$ cat config.mk
export PLATFORM = sky130hd
export DESIGN_NAME = mandelbrot_frame_scheduler
export DESIGN_NICKNAME = d
export VERILOG_FILES = /design/src/rtl/mandelbrot_frame_scheduler.sv
export SDC_FILE = /design/constraint.sdc
export NUM_CORES = 1
export LEC_CHECK = 0
export CORE_MARGIN = 5
export CORE_UTILIZATION = 57
export DETAILED_ROUTE_END_ITERATION = 7
export PLACE_DENSITY = 0.88
export SYNTH_ARGS = -nofsm -noshare
export SYNTH_HDL_FRONTEND = slang
export SYNTH_SLANG_ARGS = --single-unit
$ cat constraint.sdc
create_clock -name clk -period 6.7 [get_ports clk]
set_input_delay 1.005 -clock clk [delete_from_list [all_inputs] [get_ports clk]]
set_output_delay 1.005 -clock clk [all_outputs]
set_load 0.05 [all_outputs]
$ cat src/rtl/mandelbrot_frame_scheduler.sv
// Purpose: sweeps one Mandelbrot frame, dispatching pixels to NUM_ENGINES iterators and writing tagged results.
// Latency: dispatch pulse/operands registered one cycle after slot seen FREE; write presented one cycle after READY.
// Backpressure: wr_ready low holds the presented write and stalls collection; dispatch stops once no slot is FREE.
module mandelbrot_frame_scheduler #(
   parameter int NUM_ENGINES = 4,
   parameter int X_RES       = 640,
   parameter int Y_RES       = 480,
   parameter int ADDR_W      = 19
) (
   input  logic                       clk,
   input  logic                       reset,
   input  logic                       start,
   input  logic [26:0]                cr_start,
   input  logic [26:0]                ci_start,
   input  logic [26:0]                dx,
   input  logic [26:0]                dy,
   input  logic [15:0]                max_iterations,
   output logic [NUM_ENGINES-1:0]     eng_start,
   output logic [27*NUM_ENGINES-1:0]  eng_cr,
   output logic [27*NUM_ENGINES-1:0]  eng_ci,
   output logic [15:0]                eng_max_iter,
   input  logic [NUM_ENGINES-1:0]     eng_done,
   input  logic [16*NUM_ENGINES-1:0]  eng_iterations,
   output logic                       wr_valid,
   output logic [ADDR_W-1:0]          wr_addr,
   output logic [15:0]                wr_data,
   input  logic                       wr_ready,
   output logic                       busy,
   output logic                       frame_done,
   output logic [31:0]                frame_cycles
);

   localparam int IDX_W = (NUM_ENGINES > 1) ? $clog2(NUM_ENGINES) : 1;
   localparam int X_W   = (X_RES > 1) ? $clog2(X_RES) : 1;
   localparam logic [ADDR_W-1:0] LAST_PIX = ADDR_W'(X_RES * Y_RES - 1);
   localparam logic [X_W-1:0]    LAST_X   = X_W'(X_RES - 1);

   typedef enum logic [1:0] {IDLE, RUN, DRAIN, DONE} state_t;
   typedef enum logic [1:0] {FREE, BUSY, READY} slot_t;

   state_t                     state_q;
   slot_t                      slot_q [NUM_ENGINES];
   logic [ADDR_W-1:0]          tag_q  [NUM_ENGINES];
   logic [26:0]                cr0_q, dx_q, dy_q, cur_cr_q, cur_ci_q;
   logic [X_W-1:0]             x_q;
   logic [ADDR_W-1:0]          pix_q;
   logic [NUM_ENGINES-1:0]     eng_start_q;
   logic [27*NUM_ENGINES-1:0]  eng_cr_q, eng_ci_q;
   logic [15:0]                max_iter_q;
   logic                       wr_valid_q;
   logic [ADDR_W-1:0]          wr_addr_q;
   logic [15:0]                wr_data_q;
   logic [IDX_W-1:0]           wr_slot_q, rr_q;
   logic                       busy_q, done_q;
   logic [31:0]                cyc_q, last_q, frame_cycles_q;

   logic                       disp_vld_d, grant_vld_d, all_free_d, wr_accept_d;
   logic [IDX_W-1:0]           disp_idx_d, grant_idx_d;
   int                         cand;

   // Pick the lowest FREE slot for dispatch and the next READY slot (round robin) for the write port.
   always_comb begin
      disp_vld_d  = 1'b0;
      disp_idx_d  = '0;
      all_free_d  = 1'b1;
      grant_vld_d = 1'b0;
      grant_idx_d = '0;
      cand        = 0;
      wr_accept_d = wr_valid_q && wr_ready;
      for (int k = NUM_ENGINES - 1; k >= 0; k--) begin
         if (slot_q[k] == FREE) begin
            disp_vld_d = 1'b1;
            disp_idx_d = IDX_W'(k);
         end else begin
            all_free_d = 1'b0;
         end
      end
      if (state_q != RUN) disp_vld_d = 1'b0;
      // the slot currently on the port is still READY; skip it while its write completes
      if (!wr_valid_q || wr_ready) begin
         for (int i = 1; i <= NUM_ENGINES; i++) begin
            cand = int'(rr_q) + i;
            if (cand >= NUM_ENGINES) cand = cand - NUM_ENGINES;
            if (!grant_vld_d && slot_q[IDX_W'(cand)] == READY &&
                !(wr_valid_q && wr_slot_q == IDX_W'(cand))) begin
               grant_vld_d = 1'b1;
               grant_idx_d = IDX_W'(cand);
            end
         end
      end
   end

   // Frame FSM, slot bookkeeping, coordinate sweep and write port, all registered.
   always_ff @(posedge clk) begin
      if (!reset) begin
         state_q        <= IDLE;
         cr0_q          <= '0;
         dx_q           <= '0;
         dy_q           <= '0;
         cur_cr_q       <= '0;
         cur_ci_q       <= '0;
         x_q            <= '0;
         pix_q          <= '0;
         eng_start_q    <= '0;
         eng_cr_q       <= '0;
         eng_ci_q       <= '0;
         max_iter_q     <= '0;
         wr_valid_q     <= 1'b0;
         wr_addr_q      <= '0;
         wr_data_q      <= '0;
         wr_slot_q      <= '0;
         rr_q           <= '0;
         busy_q         <= 1'b0;
         done_q         <= 1'b0;
         cyc_q          <= '0;
         last_q         <= '0;
         frame_cycles_q <= '0;
         for (int k = 0; k < NUM_ENGINES; k++) begin
            slot_q[k] <= FREE;
            tag_q[k]  <= '0;
         end
      end else begin
         eng_start_q <= '0;
         done_q      <= 1'b0;
         // done is stale during the launch cycle, so only trust it once the pulse has gone
         for (int k = 0; k < NUM_ENGINES; k++) begin
            if (slot_q[k] == BUSY && eng_done[k] && !eng_start_q[k]) slot_q[k] <= READY;
         end
         if (wr_accept_d) begin
            slot_q[wr_slot_q] <= FREE;
            wr_valid_q        <= 1'b0;
            last_q            <= cyc_q + 32'd1;
         end
         if (grant_vld_d) begin
            wr_valid_q <= 1'b1;
            wr_addr_q  <= tag_q[grant_idx_d];
            wr_data_q  <= eng_iterations[16*grant_idx_d +: 16];
            wr_slot_q  <= grant_idx_d;
            rr_q       <= grant_idx_d;
         end
         if (disp_vld_d) begin
            slot_q[disp_idx_d]               <= BUSY;
            tag_q[disp_idx_d]                <= pix_q;
            eng_start_q[disp_idx_d]          <= 1'b1;
            eng_cr_q[27*disp_idx_d +: 27]    <= cur_cr_q;
            eng_ci_q[27*disp_idx_d +: 27]    <= cur_ci_q;
            pix_q                            <= pix_q + 1'b1;
            if (x_q == LAST_X) begin
               x_q      <= '0;
               cur_cr_q <= cr0_q;
               cur_ci_q <= cur_ci_q - dy_q;
            end else begin
               x_q      <= x_q + 1'b1;
               cur_cr_q <= cur_cr_q + dx_q;
            end
         end
         case (state_q)
            IDLE: begin
               if (start) begin
                  state_q    <= RUN;
                  busy_q     <= 1'b1;
                  cr0_q      <= cr_start;
                  dx_q       <= dx;
                  dy_q       <= dy;
                  max_iter_q <= max_iterations;
                  cur_cr_q   <= cr_start;
                  cur_ci_q   <= ci_start;
                  x_q        <= '0;
                  pix_q      <= '0;
                  cyc_q      <= 32'd1;
                  last_q     <= '0;
               end
            end
            RUN: begin
               cyc_q <= cyc_q + 32'd1;
               if (disp_vld_d && pix_q == LAST_PIX) state_q <= DRAIN;
            end
            DRAIN: begin
               cyc_q <= cyc_q + 32'd1;
               if (all_free_d) begin
                  state_q        <= DONE;
                  done_q         <= 1'b1;
                  frame_cycles_q <= last_q;
               end
            end
            DONE: begin
               state_q <= IDLE;
               busy_q  <= 1'b0;
            end
            default: state_q <= IDLE;
         endcase
      end
   end

   assign eng_start    = eng_start_q;
   assign eng_cr       = eng_cr_q;
   assign eng_ci       = eng_ci_q;
   assign eng_max_iter = max_iter_q;
   assign wr_valid     = wr_valid_q;
   assign wr_addr      = wr_addr_q;
   assign wr_data      = wr_data_q;
   assign busy         = busy_q;
   assign frame_done   = done_q;
   assign frame_cycles = frame_cycles_q;

endmodule

==> After elaboration in Yosys (flattened, before gate mapping) <==
Memories as Yosys holds them, arrays and structs flattened. A register that Yosys moved wholly into a read port is not among the register bits.
Cells that the tools add are included.
{ "word_totals": {"rom_bits": 0, "mem_bits_rw": 84, "output_inout_bits": 306, "ff_bits": 519, "mem_count": 2, "elab_cells": 217, "latchBits": 0} }
{ "op_classes": {"eq_ne": 21, "add_sub_neg": 14, "reduce_logical": 53, "bitwise_logic": 4, "muxes": 92, "div": 0, "magnitude_cmp": 6, "multipliers": 1, "shifts": 4} }
{ "memory_table": {"columns": ["name", "words", "word_bits", "read_ports", "rd_ports_with_merged_regs", "wr", "line", "text"], "rows": [
  ["tag_q", 4, 19, 1, 1, 4, "43", "logic [ADDR_W-1:0] tag_q [NUM_ENGINES];"],
  ["slot_q", 4, 2, 8, 0, 6, "42", "slot_t slot_q [NUM_ENGINES];"]
]} }
{ "op_table": {"columns": ["operator", "count"], "rows": [
  ["$bwmux W108", 2],
  ["$mux W27", 8],
  ["$shiftx A27 B34 Y108", 2],
  ["$mux W32", 4],
  ["$shift A27 B34 Y108 const A", 1],
  ["$mux W19", 4],
  ["$pmux W32 S2", 1],
  ["$shiftx A64 B7 Y16", 1],
  ["$mux W2", 25],
  ["$mux W1", 41],
  ["$mux W10", 4],
  ["$neg A7 Y34", 1],
  ["$add A32 B1 Y32 const B", 1],
  ["$add A27 B27 Y27", 1],
  ["$sub A27 B27 Y27", 1],
  ["$logic_and A1 B1 Y1", 22],
  ["$add A19 B1 Y19 const B", 1],
  ["$eq A19 B19 Y1 const B", 1],
  ["$reduce_or A19 Y1", 1],
  ["$logic_not A1 Y1", 13],
  ["$eq A2 B2 Y1 const B", 6],
  ["$reduce_and A2 Y1", 6],
  ["$add A10 B1 Y10 const B", 1],
  ["$eq A10 B10 Y1 const B", 1],
  ["other kinds (22)", 46]
]} }

==> Logic depth before layout (Yosys ltp) <==
Gate-level depths: netlist of the first run.
{ "depth": {"word_depth": 26, "ltp_mapped": 13, "depth_no_buf": 13} }

==> Worst setup path before layout of the first run <==
No wires, ideal clock.
{ "synth_path": {"path_kind": "register to register", "start": "reg cur_ci_q[0]", "end": "reg cur_ci_q[24]", "path_stages_with_launch": 14, "period_less_slack_ns": 2.731, "setup_slack_ns": 3.969, "path_buffers": 0, "t_arrival_ns": 2.599, "t_required_ns": 6.568, "cell_sequence": "dfxtp_1 > inv_1 > ha_1 > inv_1 > fa_1 > a211oi_1 > o21ba_2 > o21bai_1 > a221o_1 > a21boi_0 > o31ai_1 > xor2_1 > mux2i_1 > o21ai_0"} }
{ "synth_via": {"elab_chain_cells": 5} }
{ "synth_lines": {"columns": ["item", "line", "text"], "rows": [
  ["start, declared", "44", "logic [26:0] cr0_q, dx_q, dy_q, cur_cr_q, cur_ci_q;"],
  ["start signal, assigned", "151", "cur_ci_q <= cur_ci_q - dy_q;"],
  ["start signal, assigned", "167", "cur_ci_q <= ci_start;"],
  ["$sub A27 B27 Y27 *", "151", null],
  ["$mux W27 *", "148", "if (x_q == LAST_X) begin"],
  ["$mux W27 *", "141", "if (disp_vld_d) begin"],
  ["$mux W27", "159", "if (start) begin"],
  ["$mux W27 *", "157", "case (state_q)"]
]} }
Mark *: on every way between the ends. The rest lies on a longest branch, timed or not.
A chain may end at the register's enable or synchronous reset.

==> results of run 1 <==
power breakdown:
group | switching [mW] | leakage [nW] | internal (mW)
logic | 2.43 | 6.07 | 1.26
clock network | 1.42 | 0.968 | 2.02
registers | 0.432 | 5.22 | 4.15
cells by family after synthesis:
logic type | share of synthesized area [%]
muxes | 3.54
and+or+nand+nor | 19.1
AOI/OAI and AO/OA | 17.9
DFF | 49.3
xor gates and xnor gates | 3.07
adders and majority gates | 3.09
buffers and inverters | 4.07
worst max-delay path, cell delays in order:
cell and delay [ns]:
buf_2 0.54, inv_8 0.41, a21oi_4 0.23, buf_4 0.69, inv_1 0.68, a311oi_1 0.37
flip-flops by register name, indices dropped and copies added (netlist names), 4 cells and up:
signal,flops
cyc_q,32
eng_max_iter,16
cr0_q,27
eng_cr,108
dx_q,27
last_q,32
eng_ci,108
cur_cr_q,27
frame_cycles,32
eng_start,4
tag_q,76
x_q,10
slot_q,8
cur_ci_q,27
wr_addr,19
pix_q,19
wr_data,16
dy_q,27
metrics by stage:
| step | std cells | power (mW) |
|---|---|---|
| floorplan | 3097 | 7.10 |
| global placement | 4035 | 8.18 |
| detailed placement | 4035 | 8.27 |
| CTS | 4141 | 11.7 |
| global route | 4147 | 12.3 |
| finish | 4148 | 11.7 |
layout make-up:
cell class                      count  area (µm²)
Multi-Input combinational cell   2197       12600
Inverter                           81         312
Timing Repair Buffer              528        5230
Fill cell                        3269       12500
Antenna cell                        7        17.5
Sequential cell                   622       13200
Clock buffer                       87        1700
Clock inverter                     19         270
Tap cell                          607         759
worst paths after layout:
kind                                  start      endpoint  cells after the start
worst max-delay path                  reset  slot_q[2][1]                      6
worst min-delay path             eng_ci[43]    eng_ci[43]                      2
worst max register to register  cur_cr_q[0]  cur_cr_q[18]                     12
worst min register to register   eng_ci[43]    eng_ci[43]                      2
cell usage in the layout (no fill, tap or decap), types with 27 or more instances in the layout:
| cell | synthesis | final |
|---|---|---|
| dfxtp_1 | 546 | 546 |
| edfxtp_1 | 76 | 76 |
| nor3_1 | 30 | 29 |
| a21oi_1 | 413 | 411 |
| clkbuf_16 | 0 | 61 |
| a21oi_2 | 29 | 30 |
| o21ai_0 | 72 | 71 |
| xor2_1 | 48 | 48 |
| nand2_1 | 819 | 814 |
| a21o_1 | 36 | 36 |
| a211oi_1 | 46 | 46 |
| clkdlybuf4s50_1 | 0 | 500 |
| nand3_1 | 32 | 32 |
| mux4_2 | 32 | 32 |
| a22o_1 | 55 | 55 |
| ha_1 | 63 | 63 |
| inv_1 | 80 | 80 |
| nor2_1 | 204 | 202 |
| xnor2_1 | 46 | 46 |
| and2_1 | 32 | 27 |
metal layers:
| layer | track usage [%] | part of all wire [%] | up-vias |
|---|---|---|---|
| li1 | - | - | 11426 |
| met1 | 38.7 | 38 | 11518 |
| met2 | 51.1 | 47 | 1165 |
| met3 | 8.44 | 10 | 224 |
| met4 | 12.9 | 4.1 | 12 |
| met5 | 0 | 0.10 | - |
==> flow_summary_export.csv, run 1 <==
group,metric,value,unit
placed_design,place_congestion,0.887,
final_layout,fin_area,0.0341,mm²
critical_path,end_kind,"flip-flop",
clock_tree,cts_resized,0,
critical_path,regToRegSetupSlack,3.32,ns
synth,yosysTopAreaCellShare,40.8,%
global_routing,grt_use_total,31.0,%
final_layout,syn2layout_area_growth,27.1,%
final_layout,drive_gt1_share,6.06,%
timing,fin_setup_tns,0,ns
clock_tree,cts_tree,"done",
clock_tree,h-tree-depth,2,
floorplan,core,0.0466,mm²
synth,synth_seq_area_share,49.3,%
placed_design,dpl_cell_area,0.0321,mm²
placed_design,port_buffers,501,
synth,synth_edf_count,76,
placed_design,hpwl,55700,µm
detailed_routing,first_pass_iters,6,
power,vdd_drop_max,314,µV
global_routing,antenna_found_initial,13,
synth,yosysUniqueCellTypes,81,
synth,synth_nets,3358,
worst_hold_path,hold_path.class,"flip-flop to flip-flop",
timing,tightest_slew,1.11,ns
global_routing,grt_pass1_wl,127000,µm
synth,async_reset_ff_share,0,%
global_routing,gr-total-overflow,0,
global_routing,grt_max_degree,214,
flow_run,maxCapViolCount,0,
floorplan,die_h,227,µm
synth,synth_top_cell_by_area,"dfxtp_1",
synth,synth_area,0.0268,mm²
critical_path,critPathKind,"input pin to flip-flop",
detailed_routing,num_vias,24345,
synth,synth.top_cells.by_count,"819 x nand2_1, 546 x dfxtp_1, 413 x a21oi_1",
final_layout,nNetsFinal,3751,
power,p_leak,12.3,nW
synth,ys_warn_count,0,
detailed_routing,drtIter0Drc,2244,
timing,clock.fmax,0.284,GHz
final_layout,final_util,73.2,%
clock_tree,hold_buffers,0,
timing,setup_viol,0,
timing,whs,0.452,ns
critical_path,arrival,4.02,ns
floorplan,start_util,57.6,%
synth,yosys-top-cells-area,"dfxtp_1 41%, nand2_1 11%, edfxtp_1 8.5%, a21oi_1 7.7%, ha_1 2.9%",
timing,slew_viol_final,0,
synth,synthCells,3097,
detailed_routing,viasPerCell,5.87,
timing,setup_slack,3.18,ns
clock_tree,clock_tree.buffer_depth,3,
synth,ys.flop_type,"dfxtp_1",
clock_tree,post-cts-setup-buffers,0,
floorplan,die_area,0.0515,mm²
clock_tree,cts.clk_slew.worst_paths,0.06,ns
power,power_density,344,mW/mm²
clock_tree,numCtsBuffers,60,
critical_path,required,7.21,ns
clock_tree,root_buffer,"clkbuf_16",
clock_tree,clock_latency,0.62,ns
run_status,status,"complete, no violations",
placed_design,pre_cts_slack,2.67,ns
synth,synth_most_common_cell,"nand2_1",
detailed_routing,finalWirelength,84000,µm
floorplan,io-pin-count,502,
synth,synth_area_per_cell,8.66,µm²
timing,finalHoldViolCount,0,
synth,ys_ff_latch,622,
detailed_routing,avgRoutedWirePerCell,20.3,µm
timing,finClkSkew,0.0181,ns
timing,slew_headroom,26.1,%
critical_path,critPathLaunchType,"input pin",
timing,period_share,52.5,%
critical_path,cp_max_fo,118,
detailed_routing,drc,0,
timing,finalCriticalPeriod,3.52,ns
floorplan,num_rows,79,
detailed_routing,final_antenna_net_count,0,
global_routing,grt_pass1_vias,23250,
clock_tree,cts_sinks,622,
floorplan,die_x,227,µm
timing,rsz0062_at_grt,"false",
Power figures use the tool's default switching activity.
==> run 2: changes to the inputs <==
--- a/config.mk
+++ b/config.mk
@@ -6,9 +6,9 @@
 export NUM_CORES = 1
 export LEC_CHECK = 0
 export CORE_MARGIN = 5
-export CORE_UTILIZATION = 57
+export CORE_UTILIZATION = 53
 export DETAILED_ROUTE_END_ITERATION = 7
-export PLACE_DENSITY = 0.88
+export PLACE_DENSITY = 0.83
 export SYNTH_ARGS = -nofsm -noshare
 export SYNTH_HDL_FRONTEND = slang
 export SYNTH_SLANG_ARGS = --single-unit
==> constraint.sdc (replaced) <==
create_clock -name clk -period 3.55 [get_ports clk]
set_input_delay 0.5325 -clock clk [delete_from_list [all_inputs] [get_ports clk]]
set_output_delay 0.5325 -clock clk [all_outputs]
set_load 0.05 [all_outputs]
==> run 2 against run 1 <==
Against the previous run: sequential power grew 88%; first-iteration DRC count shrank 8.7%; global-route usage shrank 2.0 points; non-clock buffer count grew 14; total power grew 95%.
==> flow_summary_export.csv, run 2 (synthesis gave the netlist of run 1 again) <==
group,metric,value,unit
critical_path,critPathTopFamily,"compound AO/OA/AOI/OAI gates",
power,total_power,22.9,mW
timing,setup_viol,0,
clock_tree,root_buffer,"clkbuf_16",
power,vdd_drop_max,437,µV
flow_run,maxCapViolCount,0,
placed_design,hpwl,56200,µm
clock_tree,cts_tree,"done",
detailed_routing,first_pass_iters,5,
timing,finalCriticalPeriod,3.19,ns
timing,finalHoldViolCount,0,
clock_tree,clock_tree.buffer_depth,3,
floorplan,core,0.0501,mm²
critical_path,worst-path-stages,12,
critical_path,cp_cell_sequence,"ha_1 > inv_1 > fa_1 > nand2b_1 > a21oi_2 > o211ai_1 > o21ai_0 > a221o_1 > a211oi_1 > a211o_1 > a222oi_1 > o22ai_1",
global_routing,grt_pass1_wl,130000,µm
global_routing,gr-total-overflow,0,
detailed_routing,drtIter0Drc,2048,
detailed_routing,finalWirelength,83900,µm
global_routing,grt_use_total,29.0,%
clock_tree,cts.clk_slew.worst_paths,0.06,ns
detailed_routing,num_vias,23993,
critical_path,critPathKind,"flip-flop to flip-flop",
worst_hold_path,hold_start,"reset",
clock_tree,post-cts-setup-buffers,0,
critical_path,regToRegSetupSlack,0.36,ns
power,power_density,660,mW/mm²
detailed_routing,drc,0,
floorplan,num_rows,82,
critical_path,required,4.00,ns
critical_path,r2r_start,"cur_cr_q[0]",
final_layout,final_cell_mix,"814 x nand2_1, 546 x dfxtp_1, 500 x clkdlybuf4s50_1",
critical_path,slowest_delay,0.41,ns
critical_path,critPathLaunchType,"flip-flop",
floorplan,start_util,53.5,%
timing,fin_setup_tns,0,ns
worst_hold_path,hold_end,"wr_valid",
floorplan,die_h,235,µm
final_layout,nNetsFinal,3771,
critical_path,cp_slowest_cell,"dfxtp_1",
floorplan,die_area,0.0552,mm²
critical_path,rr_endpoint,"cur_cr_q[18]",
placed_design,port_buffers,501,
critical_path,cp_num_buf_inv,1,
clock_tree,h-tree-depth,3,
global_routing,grt_pass1_vias,23348,
critical_path,reg2reg_depth,12,
timing,finClkSkew,0.0332,ns
detailed_routing,viasPerCell,5.65,
worst_hold_path,hold_path.class,"input pin to flip-flop",
timing,slew_viol_final,0,
placed_design,place_congestion,0.903,
final_layout,final_util,69.2,%
clock_tree,cts_sinks,622,
global_routing,grt_max_degree,186,
clock_tree,clock_latency,0.62,ns
detailed_routing,avgRoutedWirePerCell,19.7,µm
critical_path,cp_max_fo,6,
run_status,status,"complete, no violations",
clock_tree,numCtsBuffers,66,
timing,clock.fmax,0.313,GHz
critical_path,arrival,3.64,ns
critical_path,end_kind,"flip-flop",
timing,rsz0062_at_grt,"false",
final_layout,layout_commonest_cell,"nand2_1",
global_routing,antenna_found_initial,17,
final_layout,drive_gt1_share,6.82,%
detailed_routing,final_antenna_net_count,0,
floorplan,die_x,235,µm
timing,period_share,90.0,%
timing,tightest_slew,1.04,ns
worst_hold_path,whs_path_depth,3,
floorplan,io-pin-count,502,
final_layout,syn2layout_area_growth,29.3,%
power,p_leak,12.5,nW
timing,slew_headroom,30.7,%
run 2: changes by cell type in the layout (fill, tap and decap cells not counted), sizes merged:
cell | before | now
clkinv | 11 | 15
buf | 28 | 42
clkbuf | 87 | 95
bufinv | 7 | 8
diode | 7 | 11
inv | 81 | 83
clkinvlp | 1 | 2
run 2: worst register-to-register path, cell delays in order, from the launching register on:
cell and delay (ns):
dfxtp_1 0.41, ha_1 0.24, inv_1 0.07, fa_1 0.39, nand2b_1 0.20, a21oi_2 0.21, o211ai_1 0.17, o21ai_0 0.23
a221o_1 0.32, a211oi_1 0.11, a211o_1 0.24, a222oi_1 0.34, o22ai_1 0.14
run 2: through the flow:
stage | hold slack (ns) | instances | instance area [µm²] | worst slack, ns
after global placement | 0.438 | 4114 | 32300 | 0.428
after global routing | 0.448 | 4242 | 34600 | 0.0560
after floorplan | 0.431 | 3097 | 26800 | 0.819
final | 0.417 | 4247 | 34700 | 0.356
after detailed placement | 0.446 | 4114 | 32300 | 0.353
after CTS | 0.426 | 4236 | 34600 | 0.307
run 2: final cells by class:
| cell class | count | area (µm²) |
|---|---|---|
| clock buffers | 95 | 1890 |
| inverters | 81 | 312 |
| multi-input cells | 2197 | 12600 |
| flip-flops and latches | 622 | 13200 |
| repair buffers | 542 | 5420 |
| diodes | 11 | 27.5 |
| clock inverters | 27 | 387 |
| fillers | 3852 | 15400 |
| well taps | 672 | 841 |
run 2: worst max path at each step:
stage / startpoint / end / slack (ns)
6_report: cur_cr_q[0] / cur_cr_q[18] / 0.36
5_1_grt: cur_cr_q[0] / cur_cr_q[18] / 0.06
2_1_floorplan: cur_ci_q[0] / cur_ci_q[24] / 0.82
3_3_place_gp: cur_cr_q[0] / cur_cr_q[18] / 0.43
3_5_place_dp: cur_cr_q[0] / cur_cr_q[18] / 0.35
4_1_cts: cur_cr_q[0] / cur_cr_q[18] / 0.31
run 2: layer usage:
| metal | vias up | global-route usage [%] | routed length [µm] |
|---|---|---|---|
| li1 | 11483 | - | - |
| met1 | 11375 | 36.7 | 34100 |
| met2 | 929 | 48.2 | 39700 |
| met3 | 194 | 7.59 | 6960 |
| met4 | 12 | 11.0 | 3020 |
| met5 | - | 0 | 91 |
run 2: what timing repair did:
| action | in CTS | in global routing |
|---|---|---|
| resized for setup | 0 | 1 |
| hold buffers | 0 | 0 |
| setup endpoints to repair | 0 | 1 |
run 2: report_power, final:
part	leakage, nW	switching, mW	internal, mW
combinational	6.16	4.63	2.47
clock	1.11	2.87	4.33
sequential	5.22	0.770	7.83
==> run 3: changes to the inputs <==
--- a/config.mk
+++ b/config.mk
@@ -8,6 +8,7 @@
 export CORE_MARGIN = 5
 export CORE_UTILIZATION = 53
 export DETAILED_ROUTE_END_ITERATION = 7
+export HOLD_SLACK_MARGIN = 0.03
 export PLACE_DENSITY = 0.83
 export SYNTH_ARGS = -nofsm -noshare
 export SYNTH_HDL_FRONTEND = slang
==> results of run 3 <==
Same layout as run 2: the final DEF is identical, and so are final timing and power.
